[config.mk]
export PLATFORM = sky130hd
export DESIGN_NAME = vga_frame_blitter_flat
export DESIGN_NICKNAME = d
export VERILOG_FILES = /design/src/rtl/vga_frame_blitter_if.sv /design/src/rtl/vga_frame_blitter.sv /design/src/flat_wrapper.sv
export SDC_FILE = /design/constraint.sdc
export NUM_CORES = 1
export LEC_CHECK = 0
export CAP_MARGIN = 20
export CELL_PAD_IN_SITES_DETAIL_PLACEMENT = 1
export CELL_PAD_IN_SITES_GLOBAL_PLACEMENT = 2
export CORE_MARGIN = 4
export CORE_UTILIZATION = 29
export CTS_CLUSTER_SIZE = 30
export DETAILED_ROUTE_END_ITERATION = 10
export PLACE_DENSITY = 0.85
export RECOVER_POWER = 25
export SLEW_MARGIN = 10
export SYNTH_ARGS = -nofsm -noshare
export SYNTH_HDL_FRONTEND = slang
export SYNTH_SLANG_ARGS = --single-unit
[constraint.sdc]
create_clock -name clk -period 2.8 [get_ports clk]
set_input_delay 0.28 -clock clk [delete_from_list [all_inputs] [get_ports clk]]
set_output_delay 0.28 -clock clk [all_outputs]
set_load 0.02 [all_outputs]
[src/rtl/vga_frame_blitter_if.sv]
// Bus bundle for the frame blitter: CSR responder port, image-fetch initiator and VGA plot initiator.
// master = blitter side, slave = system side (CPU, memory, VGA responder).
interface vga_frame_blitter_if;
    logic [3:0]  address;
    logic        read;
    logic [31:0] readdata;
    logic        write;
    logic [31:0] writedata;

    logic [31:0] mem_address;
    logic        mem_read;
    logic        mem_waitrequest;
    logic [31:0] mem_readdata;
    logic        mem_readdatavalid;

    logic [31:0] vga_address;
    logic        vga_write;
    logic        vga_waitrequest;
    logic [31:0] vga_writedata;

    modport master (
        input  address, read, write, writedata,
        input  mem_waitrequest, mem_readdata, mem_readdatavalid,
        input  vga_waitrequest,
        output readdata,
        output mem_address, mem_read,
        output vga_address, vga_write, vga_writedata
    );

    modport slave (
        output address, read, write, writedata,
        output mem_waitrequest, mem_readdata, mem_readdatavalid,
        output vga_waitrequest,
        input  readdata,
        input  mem_address, mem_read,
        input  vga_address, vga_write, vga_writedata
    );
endinterface

[src/rtl/vga_frame_blitter.sv]
// Fetches an 8-bit greyscale image word by word and issues one VGA plot write per pixel,
// in raster order. Programmed and started through a small CSR port; status is polled.
module vga_frame_blitter #(
    parameter int unsigned IMG_W = 160,
    parameter int unsigned IMG_H = 120
) (
    input  logic                 clk,
    input  logic                 reset_n,
    vga_frame_blitter_if.master  bus_io
);

    localparam logic [7:0] XMax = 8'(IMG_W - 1);
    localparam logic [6:0] YMax = 7'(IMG_H - 1);

    typedef enum logic [2:0] {StIdle, StFetch, StWaitd, StPlot, StFinish} state_e;

    state_e      state_q, state_d;
    logic [31:0] img_base_q, img_base_d;
    logic [31:0] vga_base_q, vga_base_d;
    logic [31:0] img_lat_q, img_lat_d;
    logic [31:0] vga_lat_q, vga_lat_d;
    logic [31:0] pix_q, pix_d;
    logic        busy_q, busy_d;
    logic        done_q, done_d;
    logic [7:0]  x_q, x_d;
    logic [6:0]  y_q, y_d;
    logic [13:0] w_q, w_d;
    logic [1:0]  k_q, k_d;

    logic        start;
    logic        last_pix;
    logic [7:0]  pix_byte;

    // Base registers are word aligned, so the low write-data bits are dropped.
    logic unused_wdata;
    assign unused_wdata = ^bus_io.writedata[1:0];

    assign start    = bus_io.write && (bus_io.address == 4'd2) && !busy_q;
    assign last_pix = (x_q == XMax) && (y_q == YMax);
    assign pix_byte = pix_q[{k_q, 3'b000} +: 8];

    assign bus_io.readdata = (bus_io.read && (bus_io.address == 4'd0)) ?
                             {30'b0, done_q, busy_q} : 32'b0;

    always_comb begin
        state_d    = state_q;
        img_base_d = img_base_q;
        vga_base_d = vga_base_q;
        img_lat_d  = img_lat_q;
        vga_lat_d  = vga_lat_q;
        pix_d      = pix_q;
        busy_d     = busy_q;
        done_d     = done_q;
        x_d        = x_q;
        y_d        = y_q;
        w_d        = w_q;
        k_d        = k_q;

        bus_io.mem_read      = 1'b0;
        bus_io.mem_address   = 32'b0;
        bus_io.vga_write     = 1'b0;
        bus_io.vga_address   = 32'b0;
        bus_io.vga_writedata = 32'b0;

        if (bus_io.write && (bus_io.address == 4'd0)) begin
            img_base_d = {bus_io.writedata[31:2], 2'b00};
        end
        if (bus_io.write && (bus_io.address == 4'd1)) begin
            vga_base_d = {bus_io.writedata[31:2], 2'b00};
        end

        unique case (state_q)
            StIdle: begin
                if (start) begin
                    x_d       = 8'd0;
                    y_d       = 7'd0;
                    w_d       = 14'd0;
                    k_d       = 2'd0;
                    busy_d    = 1'b1;
                    done_d    = 1'b0;
                    img_lat_d = img_base_q;
                    vga_lat_d = vga_base_q;
                    state_d   = StFetch;
                end
            end
            StFetch: begin
                bus_io.mem_read    = 1'b1;
                bus_io.mem_address = img_lat_q + {16'b0, w_q, 2'b00};
                if (!bus_io.mem_waitrequest) begin
                    state_d = StWaitd;
                end
            end
            StWaitd: begin
                if (bus_io.mem_readdatavalid) begin
                    pix_d   = bus_io.mem_readdata;
                    k_d     = 2'd0;
                    state_d = StPlot;
                end
            end
            StPlot: begin
                bus_io.vga_write     = 1'b1;
                bus_io.vga_address   = vga_lat_q;
                bus_io.vga_writedata = {1'b0, y_q, x_q, 8'h00, pix_byte};
                if (!bus_io.vga_waitrequest) begin
                    if (x_q == XMax) begin
                        x_d = 8'd0;
                        y_d = y_q + 7'd1;
                    end else begin
                        x_d = x_q + 8'd1;
                    end
                    // Width is a multiple of 4, so the frame always ends on the last byte of a word.
                    if (k_q == 2'd3) begin
                        w_d     = w_q + 14'd1;
                        state_d = last_pix ? StFinish : StFetch;
                    end else begin
                        k_d = k_q + 2'd1;
                    end
                end
            end
            StFinish: begin
                busy_d  = 1'b0;
                done_d  = 1'b1;
                state_d = StIdle;
            end
            default: state_d = StIdle;
        endcase
    end

    always_ff @(posedge clk) begin
        if (!reset_n) begin
            state_q    <= StIdle;
            img_base_q <= 32'b0;
            vga_base_q <= 32'b0;
            img_lat_q  <= 32'b0;
            vga_lat_q  <= 32'b0;
            pix_q      <= 32'b0;
            busy_q     <= 1'b0;
            done_q     <= 1'b0;
            x_q        <= 8'd0;
            y_q        <= 7'd0;
            w_q        <= 14'd0;
            k_q        <= 2'd0;
        end else begin
            state_q    <= state_d;
            img_base_q <= img_base_d;
            vga_base_q <= vga_base_d;
            img_lat_q  <= img_lat_d;
            vga_lat_q  <= vga_lat_d;
            pix_q      <= pix_d;
            busy_q     <= busy_d;
            done_q     <= done_d;
            x_q        <= x_d;
            y_q        <= y_d;
            w_q        <= w_d;
            k_q        <= k_d;
        end
    end

endmodule

[src/flat_wrapper.sv]
// flat-port wrapper written by rule: the top's interface ports become plain ports
module vga_frame_blitter_flat 
#(
    parameter int unsigned IMG_W = 160,
    parameter int unsigned IMG_H = 120
)
  (clk, reset_n, bus_io_address, bus_io_read, bus_io_write, bus_io_writedata, bus_io_mem_waitrequest, bus_io_mem_readdata, bus_io_mem_readdatavalid, bus_io_vga_waitrequest, bus_io_readdata, bus_io_mem_address, bus_io_mem_read, bus_io_vga_address, bus_io_vga_write, bus_io_vga_writedata);
  vga_frame_blitter_if bus_io_i ();
  input  logic clk;
  input  logic reset_n;
  input wire logic [$bits(bus_io_i.address)-1:0] bus_io_address;
  input wire logic [$bits(bus_io_i.read)-1:0] bus_io_read;
  input wire logic [$bits(bus_io_i.write)-1:0] bus_io_write;
  input wire logic [$bits(bus_io_i.writedata)-1:0] bus_io_writedata;
  input wire logic [$bits(bus_io_i.mem_waitrequest)-1:0] bus_io_mem_waitrequest;
  input wire logic [$bits(bus_io_i.mem_readdata)-1:0] bus_io_mem_readdata;
  input wire logic [$bits(bus_io_i.mem_readdatavalid)-1:0] bus_io_mem_readdatavalid;
  input wire logic [$bits(bus_io_i.vga_waitrequest)-1:0] bus_io_vga_waitrequest;
  output wire logic [$bits(bus_io_i.readdata)-1:0] bus_io_readdata;
  output wire logic [$bits(bus_io_i.mem_address)-1:0] bus_io_mem_address;
  output wire logic [$bits(bus_io_i.mem_read)-1:0] bus_io_mem_read;
  output wire logic [$bits(bus_io_i.vga_address)-1:0] bus_io_vga_address;
  output wire logic [$bits(bus_io_i.vga_write)-1:0] bus_io_vga_write;
  output wire logic [$bits(bus_io_i.vga_writedata)-1:0] bus_io_vga_writedata;
  assign bus_io_i.address = bus_io_address;
  assign bus_io_i.read = bus_io_read;
  assign bus_io_i.write = bus_io_write;
  assign bus_io_i.writedata = bus_io_writedata;
  assign bus_io_i.mem_waitrequest = bus_io_mem_waitrequest;
  assign bus_io_i.mem_readdata = bus_io_mem_readdata;
  assign bus_io_i.mem_readdatavalid = bus_io_mem_readdatavalid;
  assign bus_io_i.vga_waitrequest = bus_io_vga_waitrequest;
  assign bus_io_readdata = bus_io_i.readdata;
  assign bus_io_mem_address = bus_io_i.mem_address;
  assign bus_io_mem_read = bus_io_i.mem_read;
  assign bus_io_vga_address = bus_io_i.vga_address;
  assign bus_io_vga_write = bus_io_i.vga_write;
  assign bus_io_vga_writedata = bus_io_i.vga_writedata;
  vga_frame_blitter #(.IMG_W(IMG_W), .IMG_H(IMG_H)) u_core (.clk(clk), .reset_n(reset_n), .bus_io(bus_io_i));
endmodule
==> qor.txt <==
OUTCOME
-------------------------------------------------------------------------------------
Status ................................................................. finished, violations left
Violations in the final reports ........................................ negative setup slack

SETUP PATH
-------------------------------------------------------------------------------------
Reg2Reg Capture Point .................................................. u_core.w_q[10]$_SDFFE_PN0P_
Arrival @ worst endpoint ...............................................      2780 ps
CP max FO ..............................................................            5
CP Capture Type ........................................................   output pin
Worst Setup Path Type .................................................. flop to output pin
Crit path launch type ..................................................         flop
Crit. Startpoint ....................................................... u_core.img_lat_q[2]$_SDFFE_PN0P_
Crit path required time ................................................      2520 ps
Critical Path End ...................................................... bus_io_mem_address[24]
Setup slack on the worst flop-to-flop path .............................       390 ps
Register-to-Register Path Depth ........................................            7
Beginning of the worst register-to-register path ....................... u_core.state_q[1]$_SDFFE_PN0P_

CLOCKING
-------------------------------------------------------------------------------------
CTS tree ...............................................................         done
Clock latency on the worst-skew pair ...................................       440 ps
Hold buffer count at cts ...............................................            0
Clk sink count .........................................................          188
# H-tree levels ........................................................            4
Clock-pin slew of the registers on the worst-case setup and hold paths .        70 ps
Number of buffers on the longest clock path ............................            2
Number of clock buffers inserted by TritonCTS ..........................           17
Root buffer cell .......................................................    clkbuf_16

DIE
-------------------------------------------------------------------------------------
Rows ...................................................................           65
Placeable core region ..................................................    31700 µm²
Die Height .............................................................       188 µm
Initial Util ...........................................................        29.5%
Ports placed on the boundary ...........................................          205
Area of the die ........................................................    35200 µm²
Die Wd .................................................................       188 µm

GLOBAL ROUTING
-------------------------------------------------------------------------------------
Global-route usage over all layers .....................................        15.9%
Vias in the first global route .........................................         8548
Global-route wire length before repair .................................     46200 µm
Number of antenna violations at the first check in global routing ......            0
GRT Residual Overflow ..................................................            0
Largest net degree at the start of global routing ......................          147

PLACE
-------------------------------------------------------------------------------------
Placed wire-length estimate ............................................     20100 µm
Number of I/O port buffers .............................................          159
Area after DPL .........................................................    11700 µm²
Count of placed standard cells including taps ..........................         1728
Placer congestion estimate .............................................        0.798

LOGIC SYNTHESIS
-------------------------------------------------------------------------------------
Post-synth EDFFs .......................................................            0
Register bit total from synthesis ......................................          188
Area contributors post-synth ........................................... dfxtp_1, nand2_1, a21boi_0, buf_4, and2_1
Summed instance area of the synthesized netlist ........................     9370 µm²
Share of synthesized registers carrying an async set or reset ..........           0%
Predominant post-synthesis flop cell ...................................      dfxtp_1
Post-Synthesis Cells ...................................................         1159
Library cell with the largest summed area after synthesis ..............      dfxtp_1
Avg Cell Area, Syn .....................................................     8.08 µm²
Sequential element share of the synthesized area .......................        40.2%
Area share of the largest cell type after synthesis ....................        40.2%
Count of cell types in the netlist .....................................           59
Number of warnings issued by yosys .....................................            0

POWER
-------------------------------------------------------------------------------------
Worst voltage drop across the vdd grid .................................       338 µV
Leakage dissipation ....................................................      4.44 nW
Total power density per cell area ......................................   436 nW/µm²

TIMING
-------------------------------------------------------------------------------------
Tmin final .............................................................      3060 ps
Final setup violation count ............................................           15
Share of the cycle needed by the critical path after routing ...........         109%
Max-slew violations ....................................................            0
Highest achievable clock rate ..........................................      327 MHz
RSZ-0062 raised after global routing ...................................         true
Headroom to the max-slew limit .........................................        12.5%
Max Clock Skew .........................................................      9.32 ps
Minimum hold slack .....................................................       181 ps
Worst-margin pin slew ..................................................      1310 ps
Crit path setup slack, layout ..........................................      -261 ps
Total count of hold-check failures in the final report .................            0

FINAL LAYOUT
-------------------------------------------------------------------------------------
Total number of nets in the final design ...............................         1449
Fill cell instance count of the final layout ...........................         3762
Finished Layout Cells ..................................................         1769
Most common cell after layout, fill and taps aside .....................      nand2_1
Area growth from synthesis to layout ...................................        34.6%
Share of post-route cells with drive strength above 1 ..................        15.1%
Area of the multi-input gates ..........................................     5470 µm²
FF+latch area ..........................................................     3770 µm²
Finished layout cell area ..............................................    12600 µm²
Number of antenna diodes ...............................................            0
Top library cells by usage in the layout, fill and taps aside .......... nand2_1, dfxtp_1, a21boi_0, clkdlybuf4s50_1, buf_4

ROUTE
-------------------------------------------------------------------------------------
Detail Route Antenna Nets ..............................................            0
DRC violation count after routing ......................................            0
Detail-routed via count per cell .......................................         4.66
Routed wirelength normalized by instance count .........................      16.1 µm
Aggregate routed wire length ...........................................     28400 µm
Number of vias in the routed layout ....................................         8241
First-pass detailed-route iteration total ..............................            4
Number of DRC violations after detailed-routing iteration 0 ............          341

HOLD PATH
-------------------------------------------------------------------------------------
Type of the tightest min-delay check ................................... input pin to flop

FLOW RUN
-------------------------------------------------------------------------------------
Max-cap check violation count ..........................................            0

-- cell families (layout without fill, tap and decap cells) --
family | Yosys count | count (layout) | synth area share [%]
AOI/OAI and AO/OA | 231 | 231 | 18.0
buffers and inverters | 120 | 286 | 6.65
adders and majority gates | 19 | 19 | 2.62
DFF | 188 | 188 | 40.2
muxes | 17 | 17 | 2.90
other | 1 | 43 | 0.0400
xor gates and xnor gates | 34 | 34 | 3.18
and+or+nand+nor | 549 | 549 | 26.4
-- registers in the layout, indices dropped and copies added, names as in the netlist --
register           cells
u_core.state_q         3
u_core.k_q             2
u_core.vga_lat_q      30
u_core.y_q             7
u_core.img_lat_q      30
u_core.pix_q          32
u_core.x_q             8
u_core.vga_base_q     30
u_core.done_q          1
u_core.w_q            14
u_core.img_base_q     30
u_core.busy_q          1
-- worst min path at each step --
stage                                 startpoint                                end  slack [ps]  depth (start not counted)
2_1_floorplan            bus_io_mem_readdata[10]      u_core.pix_q[10]$_SDFFE_PN0P_         420                          2
6_report                                 reset_n     u_core.state_q[2]$_SDFFE_PN0P_         180                          3
5_1_grt                                  reset_n         u_core.busy_q$_SDFFE_PN0P_         180                          2
3_5_place_dp   u_core.vga_lat_q[20]$_SDFFE_PN0P_  u_core.vga_lat_q[20]$_SDFFE_PN0P_         450                          2
3_3_place_gp       u_core.pix_q[14]$_SDFFE_PN0P_      u_core.pix_q[14]$_SDFFE_PN0P_         450                          2
4_1_cts                                  reset_n     u_core.state_q[2]$_SDFFE_PN0P_         160                          3
-- Yosys cell counts, types with 16 or more instances --
master	number
nand2_1	336
dfxtp_1	188
a21boi_0	159
clkbuf_1	61
nor2_1	60
and2_1	48
buf_4	44
xor2_1	24
a21oi_1	21
ha_1	18
nand4_1	16
-- critical path, stage by stage, from the launching register on --
cell and delay [ps]:
dfxtp_2 350, ha_4 140, inv_2 30, fa_2 360, nor2b_4 170, o31ai_4 80
a31oi_4 210, a31oi_4 130, buf_6 150, or4_4 430, a21oi_4 160, buf_6 130
-- cell type report --
class / instances / share of cell area, %
Timing Repair Buffer: 244 / 17.7
Tap cell: 402 / 3.99
Sequential cell: 188 / 29.9
Clock inverter: 13 / 1.25
Multi-Input combinational cell: 893 / 43.4
Clock buffer: 18 / 3.48
Inverter: 11 / 0.327
-- per-layer routing --
layer / wire, µm / GRT usage (%) / up-vias
met5: 0 / 0 / -
met4: 535 / 4.94 / 0
met3: 615 / 2.49 / 35
met2: 13500 / 25.8 / 113
met1: 13800 / 21.9 / 3930
li1: - / - / 4163
-- stage by stage --
step	util (%)	total power, W	setup TNS (ps)	setup slack (ps)
6_report	39.8	0.00550	-2280	-261
5_1_grt	39.8	0.00573	-10440	-392
4_1_cts	39.2	0.00559	-2390	-301
3_5_place_dp	36.7	0.00308	-5400	-525
3_3_place_gp	36.7	0.00308	-3740	-376
2_1_floorplan	-	0.00296	0	16.4
-- report_power, final --
part / internal, W / total, W / switching [W] / leakage (nW)
Sequential: 0.00269 / 0.00270 / 0.00000864 / 1.52
Clock: 0.00136 / 0.00248 / 0.00112 / 0.284
Combinational: 0.000146 / 0.000320 / 0.000174 / 2.64
-- repair_timing --
item	CTS	global route
endpoints found under the setup margin	27	26
pin swaps	16	21
gates resized for setup	149	52
setup buffers	5	5
gates cloned	1	0
Power figures use the tool's default switching activity.
